[config.mk]
export PLATFORM = sky130hd
export DESIGN_NAME = ifft_8_stream
export DESIGN_NICKNAME = d
export VERILOG_FILES = /design/src/rtl/ifft_pkg.sv /design/src/rtl/ifft_bfly_scaled.sv /design/src/rtl/ifft_8_stream.sv
export SDC_FILE = /design/constraint.sdc
export NUM_CORES = 2
export LEC_CHECK = 0
export CAP_MARGIN = 20
export CORE_ASPECT_RATIO = 1.2
export CORE_MARGIN = 4
export CORE_UTILIZATION = 30
export CTS_BUF_LIST = sky130_fd_sc_hd__clkbuf_8
export CTS_CLUSTER_SIZE = 24
export DETAILED_ROUTE_END_ITERATION = 8
export PLACE_DENSITY = 0.45
export SLEW_MARGIN = 10
export SYNTH_ARGS = -nofsm -noshare
export SYNTH_HDL_FRONTEND = slang
export SYNTH_SLANG_ARGS = --single-unit
[constraint.sdc]
create_clock -name clk -period 43 [get_ports clk]
set_clock_uncertainty 0.1 [all_clocks]
set_input_delay 8.6 -clock clk [delete_from_list [all_inputs] [get_ports clk]]
set_output_delay 8.6 -clock clk [all_outputs]
set_load 0.005 [all_outputs]
[src/rtl/ifft_pkg.sv]
// Shared types and constants for the 8-point streaming inverse FFT.
package ifft_pkg;
    localparam int N    = 8;
    localparam int W    = 16;
    localparam int FRAC = 12;

    localparam logic signed [W-1:0] TW_P707 = 16'sh0B50;
    localparam logic signed [W-1:0] TW_N707 = 16'shF4B0;
    localparam logic signed [31:0]  ROUND   = 32'sh800;

    typedef struct packed {
        logic signed [W-1:0] re;
        logic signed [W-1:0] im;
    } cplx_t;

    typedef enum logic [2:0] {
        ST_LOAD,
        ST_S1,
        ST_S2,
        ST_S3,
        ST_UNLOAD
    } state_t;

    // Multiply by +j: (re, im) -> (-im, re), negation wraps at W bits.
    function automatic cplx_t mul_j(cplx_t b);
        cplx_t r;
        r.re = -$signed(b.im);
        r.im = $signed(b.re);
        return r;
    endfunction
endpackage

[src/rtl/ifft_bfly_scaled.sv]
// Combinational radix-2 butterfly p = a+b, m = a-b at W+1 bits.
// IFFT_STAGE_SCALE_EN halves each output with round-half-up; otherwise outputs wrap to W bits.
module ifft_bfly_scaled
    import ifft_pkg::*;
(
    input  cplx_t a,
    input  cplx_t b,
    output cplx_t p,
    output cplx_t m
);
    logic signed [W:0] sr, si, dr, di;

    assign sr = $signed(a.re) + $signed(b.re);
    assign si = $signed(a.im) + $signed(b.im);
    assign dr = $signed(a.re) - $signed(b.re);
    assign di = $signed(a.im) - $signed(b.im);

`ifdef IFFT_STAGE_SCALE_EN
    assign p.re = W'((sr + 17'sd1) >>> 1);
    assign p.im = W'((si + 17'sd1) >>> 1);
    assign m.re = W'((dr + 17'sd1) >>> 1);
    assign m.im = W'((di + 17'sd1) >>> 1);
`else
    assign p.re = W'(sr);
    assign p.im = W'(si);
    assign m.re = W'(dr);
    assign m.im = W'(di);
`endif
endmodule

[src/rtl/ifft_8_stream.sv]
// Serial-in / serial-out 8-point radix-2 DIT inverse FFT, Q4.12 complex samples.
// Optional per-stage 1/2 scaling via IFFT_STAGE_SCALE_EN (see ifft_bfly_scaled).
//
// state  | meaning
// LOAD   | accept 8 bins X[0..7] into the input buffer, in_ready=1
// S1     | register stage-1 butterflies on bit-reversed pairs
// S2     | register stage-2 butterflies (+j twiddle on odd pairs)
// S3     | register stage-3 butterflies into the output buffer
// UNLOAD | stream x[0..7] with out_valid, out_last on x[7]
module ifft_8_stream
    import ifft_pkg::*;
#(
    parameter int W    = ifft_pkg::W,
    parameter int FRAC = ifft_pkg::FRAC
) (
    input  logic         clk,
    input  logic         reset,
    input  logic         in_valid,
    output logic         in_ready,
    input  logic [W-1:0] in_re,
    input  logic [W-1:0] in_im,
    output logic         out_valid,
    input  logic         out_ready,
    output logic [W-1:0] out_re,
    output logic [W-1:0] out_im,
    output logic         out_last
);
    state_t     state;
    logic [2:0] in_cnt;
    logic [2:0] out_cnt;

    cplx_t bufr [N];
    cplx_t s1   [N];
    cplx_t s2   [N];
    cplx_t obuf [N];

    cplx_t s1n  [N];
    cplx_t s2n  [N];
    cplx_t s3n  [N];
    cplx_t tw2  [4];
    cplx_t tw3  [4];

    // Products summed at 32 bits, rounded, then Q4.12 re-aligned with wrap.
    function automatic cplx_t cmul(cplx_t b, logic signed [W-1:0] wr, logic signed [W-1:0] wi);
        logic signed [2*W-1:0] pr;
        logic signed [2*W-1:0] pi;
        cplx_t r;
        pr   = $signed(b.re) * wr - $signed(b.im) * wi + ROUND;
        pi   = $signed(b.re) * wi + $signed(b.im) * wr + ROUND;
        r.re = W'(pr >>> FRAC);
        r.im = W'(pi >>> FRAC);
        return r;
    endfunction

    genvar i;
    for (i = 0; i < 4; i++) begin : g_st1
        localparam int A = ((i % 2) * 2) + (i / 2);
        ifft_bfly_scaled u_bf (
            .a(bufr[A]), .b(bufr[A+4]), .p(s1n[2*i]), .m(s1n[2*i+1])
        );
    end

    for (i = 0; i < 4; i++) begin : g_st2
        localparam int G = i / 2;
        localparam int J = i % 2;
        if (J == 0) begin : g_w0
            assign tw2[i] = s1[4*G+J+2];
        end else begin : g_wj
            assign tw2[i] = mul_j(s1[4*G+J+2]);
        end
        ifft_bfly_scaled u_bf (
            .a(s1[4*G+J]), .b(tw2[i]), .p(s2n[4*G+J]), .m(s2n[4*G+J+2])
        );
    end

    for (i = 0; i < 4; i++) begin : g_st3
        if (i == 0) begin : g_w0
            assign tw3[i] = s2[4];
        end else if (i == 1) begin : g_w1
            assign tw3[i] = cmul(s2[5], TW_P707, TW_P707);
        end else if (i == 2) begin : g_w2
            assign tw3[i] = mul_j(s2[6]);
        end else begin : g_w3
            assign tw3[i] = cmul(s2[7], TW_N707, TW_P707);
        end
        ifft_bfly_scaled u_bf (
            .a(s2[i]), .b(tw3[i]), .p(s3n[i]), .m(s3n[i+4])
        );
    end

    always_ff @(posedge clk) begin
        if (reset) begin
            state     <= ST_LOAD;
            in_cnt    <= '0;
            out_cnt   <= '0;
            in_ready  <= 1'b1;
            out_valid <= 1'b0;
            out_last  <= 1'b0;
            out_re    <= '0;
            out_im    <= '0;
            for (int k = 0; k < N; k++) begin
                bufr[k] <= '0;
                s1[k]   <= '0;
                s2[k]   <= '0;
                obuf[k] <= '0;
            end
        end else begin
            case (state)
                ST_LOAD: begin
                    if (in_valid && in_ready) begin
                        bufr[in_cnt].re <= in_re;
                        bufr[in_cnt].im <= in_im;
                        if (in_cnt == 3'd7) begin
                            in_cnt   <= '0;
                            in_ready <= 1'b0;
                            state    <= ST_S1;
                        end else begin
                            in_cnt <= in_cnt + 3'd1;
                        end
                    end
                end
                ST_S1: begin
                    for (int k = 0; k < N; k++) s1[k] <= s1n[k];
                    state <= ST_S2;
                end
                ST_S2: begin
                    for (int k = 0; k < N; k++) s2[k] <= s2n[k];
                    state <= ST_S3;
                end
                ST_S3: begin
                    for (int k = 0; k < N; k++) obuf[k] <= s3n[k];
                    // obuf is written this edge, so present x[0] straight from the stage output.
                    out_re    <= s3n[0].re;
                    out_im    <= s3n[0].im;
                    out_valid <= 1'b1;
                    out_last  <= 1'b0;
                    out_cnt   <= '0;
                    state     <= ST_UNLOAD;
                end
                ST_UNLOAD: begin
                    if (out_valid && out_ready) begin
                        if (out_cnt == 3'd7) begin
                            out_cnt   <= '0;
                            out_valid <= 1'b0;
                            out_last  <= 1'b0;
                            in_ready  <= 1'b1;
                            state     <= ST_LOAD;
                        end else begin
                            out_cnt  <= out_cnt + 3'd1;
                            out_re   <= obuf[out_cnt + 3'd1].re;
                            out_im   <= obuf[out_cnt + 3'd1].im;
                            out_last <= (out_cnt == 3'd6);
                        end
                    end
                end
                default: begin
                    state     <= ST_LOAD;
                    in_cnt    <= '0;
                    out_cnt   <= '0;
                    in_ready  <= 1'b1;
                    out_valid <= 1'b0;
                    out_last  <= 1'b0;
                end
            endcase
        end
    end
endmodule
Yosys cells after proc, flatten, opt, wreduce, memory -nomap -nowiden
Memories as Yosys holds them, arrays and structs flattened.
Cells that the tools add are included.

word-level totals
  output and inout bits = 35
  RAM bits = 1024
  bits of input ports = 36
  flip-flop bits (word level) = 44
  logic and storage cells = 202
  memories = 4

cells by class
  equal/unequal tests = 12
  reductions and logical operators = 14
  mux-type cells = 70
  bitwise operators = 27
  add/sub/neg operators = 61
  $mul = 6

memories
  name  depth  width  read ports  clocked after Yosys merged registers in  wr ports  RTL line             RTL
  bufr  8      32     8           0                                        8         ifft_8_stream.sv:32  cplx_t bufr [N];
  obuf  8      32     1           0                                        8         ifft_8_stream.sv:35  cplx_t obuf [N];
  s1    8      32     8           0                                        8         ifft_8_stream.sv:33  cplx_t s1 [N];
  s2    8      32     8           0                                        8         ifft_8_stream.sv:34  cplx_t s2 [N];

operator list
  cell                    count
  $mux 32                 25
  $add 16x16->16          24
  $sub 16x16->16          24
  $mul 16x9->24 const B   6
  $add 28x13->28 const B  4
  $mux 16                 4
  $pmux 16 s2             2
  $add 28x28->28          2
  $sub 28x28->28          2
  $neg 16->16             3
  $reduce_or 32->1        1
  $mux 3                  9
  $mux 1                  24
  $or 1x1->1              24
  $pmux 3 s5              1
  $eq 3x3->1 const B      4
  $pmux 3 s2              2
  $ne 2x2->1 const B      5
  $add 3x1->3 const B     2
  $eq 3x2->1 const B      2
  $pmux 1 s3              2
  $reduce_and 3->1        2
  $reduce_or 3->1         2
  $reduce_and 5->1        1
  other kinds (9)         13

Longest topological paths before layout
  depth after elaboration = 7
  depth in mapped cells = 37
  gate-level depth less buffers = 37

Hierarchy
A second synthesis with hierarchy kept.

second synthesis, totals
  cell total of the unflattened synthesis = 10326
  area total of the unflattened synthesis = 100018.4 µm²

by module, submodules not included
  module                                area each (µm²)  seq. area each (µm²)  times used  cells an instance
  ifft_8_stream                         62474.9          31630.3               1           4971
  ifft_bfly_scaled (g_st2[1].u_bf ...)  3201.8           0.0                   6           457
  ifft_bfly_scaled (g_st1[0].u_bf ...)  3072.9           0.0                   5           436
  ifft_bfly_scaled (g_st3[3].u_bf)      2967.8           0.0                   1           433

Worst setup path before layout
No wires, ideal clock.

  path type = input-to-reg
  from = in reset
  to = mem s1[0][100] (netlist bit), enable pin
  buffers on the path = 3
  stages = 5
  library setup time = 3.249 ns
  data required time = 39.651 ns
  arrival = 16.734 ns
  setup slack = 22.917 ns
  cell sequence = clkbuf_1 -> inv_1 -> clkbuf_1 -> clkbuf_1 -> o21ai_0

RTL lines
  element          RTL line             RTL
  start, declared  ifft_8_stream.sv:17  input logic reset,
  end, declared    ifft_8_stream.sv:33

==> reports/summary.txt <==
First-pass GRT wire length: 428100 um
Clock transition at path regs: 0.06 ns
Worst-Margin Slew: 1.168 ns
Adder-Cell Fraction of Synth Area: 25.10%
Synth top area share: 33.20%
Die ar.: 312800 um^2
Largest family of logic cells by synthesized area: adder cells
CTS max path bufs: 4
DIE WIDTH: 511.2 um
Antenna violations before repair: 25
Setup TNS: 0 ns
Fillers: 30800
Rows: 221
Met2 WL: 135000 um
Synth Register Bits: 1052
Crit end category: register
Setup Fix Bufs, Post-CTS: 0
Final net count: 11010
Core Area: 302200 um^2
Overflow after GRT: 0
Period utilization: 26.33%
Synth cell types: 79
Slew Viols, Final: 0
Post-Synthesis Cells: 9285
Crit start category: input port
Clock sinks: 1052
Layout area overhead: 9.975%
Buffers on Ports: 70
Cell Area, Synth: 91160 um^2
CP max-delay cell: buf_4
Iter 0 DRT Violations: 4501
Synth top area cells: edfxtp_1 (33%), ha_1 (19%), fa_1 (6.4%)
Met3 WL: 11510 um
Detail Placement HPWL: 241100 um
CTS tree: built
Total track usage: 18.36%
Worst skew pair latency: 1.00 ns
Hold_buf cts: 0
Uppermost layer routed: met5
Placed cells: 13120
H-tree depth: 4
Post-DRT Antenna Nets: 0
Dpl ws: 30.16 ns
Pin count of the biggest net entering global routing: 147
Mux cell area share after synthesis: 2.267%
Total of max-cap violations: 0
Sequential area share after synthesis: 34.17%
Data arrival, critical path: 11.89 ns
# IOs: 71
Max Clk Rate: 88.32 MHz
Async SR Flop Fraction: 0%
Ys Warns: 0
Vias: 65210
Most frequent cell after synthesis: ha_1
Most frequent cells after synthesis: ha_1 (1365), inv_1 (1196), nor2_1 (1038)
Hold Path Class: register to register
Vias in the first global route: 64500
Remaining DRCs: 0
DRT Pass-1 Iters: 6
Area share of xor/xnor cells in the synthesized design: 7.257%
Worst Path Required: 43.57 ns
Die span in y: 611.9 um
Area taken by multi-input logic gates: 54600 um^2
Max_slew headroom: 21.59%
WL met1: 137900 um
CP Cell Sequence: buf_8 -> buf_4 -> buf_4 -> buf_4 -> nor3_2 -> buf_4 -> and3_1 -> nand3_1 -> or3b_2
Setup CP Type: input port to register
R2R Setup Slk: 33.63 ns
Outcome: finished, final reports clean
# setup viols final: 0
Layout cells sized above 1: 4.966%
Slowest Stage Delay on Critical Path: 0.73 ns
Starting Density: 30.16%
Wirelength per Cell: 21.85 um
CTS Root Cell: clkbuf_8
Final hold viol count: 0
CTS resizes: 0
Vias/cell: 4.836
RSZ-0062 raised after global routing: false
Post-Syn Nets: 10980
Final WL: 294600 um
Synth Flop Type: edfxtp_1
Register area: 31150 um^2
Synth Area in Compound Gates: 11.54%
Tmin final: 11.32 ns
Synth Area per Inst: 9.818 um^2
Worst setup margin: 31.68 ns
Most frequent CP cell: buf_4
Worst Path Max Fanout: 63
Post-synth EDFFs: 1008
CTS Buf Count: 200
Simple-gate share of the synthesized area: 13.50%
Synth area leader: edfxtp_1
Gpl congestion: 0.8937
Final instance count without filler cells: 13480
-- worst max-delay path: cells and delay by family --
kind	cells	cell delay [ns]
simple gates	4	0.84
buf+inv	5	2.29
-- kinds of logic after synthesis --
family,Yosys count
mux,127
compound gates,1642
xor+xnor,752
flops,1052
simple gates,2563
buf+inv,1494
fa+ha+maj,1655
-- flip-flops by register name, indices dropped and copies added, names as in the netlist --
register / count
out_cnt: 3
state: 3
out_im: 16
out_last: 1
in_ready: 1
out_re: 16
s2: 252
bufr: 256
obuf: 252
s1: 248
out_valid: 1
in_cnt: 3
-- per-layer routing --
metal | track usage (%) | vias up
met5 | 0 | -
met4 | 6.014 | 2
met3 | 1.852 | 293
met2 | 30.03 | 1326
met1 | 25.45 | 31560
li1 | - | 32030
-- through the flow --
step | hold WS (ns) | util, % | area (um^2)
floorplan | 0.3495 | - | 91160
detailed placement | 0.3538 | 31.89 | 96380
finish | 0.3581 | 33.17 | 100300
global placement | 0.3590 | 31.89 | 96370
CTS | 0.3617 | 33.14 | 100100
global route | 0.3853 | 33.17 | 100200
-- cell usage in the layout (no fill, tap or decap), types with 46 or more instances in the layout --
cell / synthesis / final
or3_1: 80 / 79
ha_1: 1365 / 1363
a31oi_1: 46 / 46
o31ai_1: 55 / 55
mux2i_1: 49 / 49
nand2_1: 283 / 280
a21o_1: 94 / 94
nand3_1: 147 / 145
clkdlybuf4s50_1: 0 / 69
inv_1: 1196 / 1251
nand2b_1: 83 / 83
nor3_1: 264 / 261
and2_1: 302 / 302
nor2_1: 1038 / 1031
xor2_1: 175 / 175
a211oi_1: 98 / 98
clkbuf_8: 0 / 206
mux4_2: 62 / 62
o21bai_1: 155 / 155
a21oi_1: 588 / 588
o21ai_0: 279 / 272
xnor2_1: 575 / 571
nor2b_1: 186 / 186
and3_1: 59 / 59
fa_1: 290 / 290
buf_4: 0 / 52
edfxtp_1: 1008 / 1008
-- cell type report --
cell class                 instances  share of cell area [%]
inverter                        1196                   4.478
antenna                            6                 0.01498
multi-input combinational       6739                   54.47
tap                             4014                   5.010
clock inverter                   142                  0.9273
sequential                      1052                   31.08
timing repair buffer             129                   1.202
clock buffer                     206                   2.828
-- final timing paths --
path / startpoint / to / cells after the start
hold / removal: out_im[13] / out_im[13] / 2
setup reg to reg: s2[0][228] / obuf[3][31] / 37
hold reg to reg: out_im[13] / out_im[13] / 2
setup / recovery: reset / s1[0][111] / 9
Power is not shown: default switching activity piles up to over one toggle a cycle in this logic, so the estimate is an artifact.
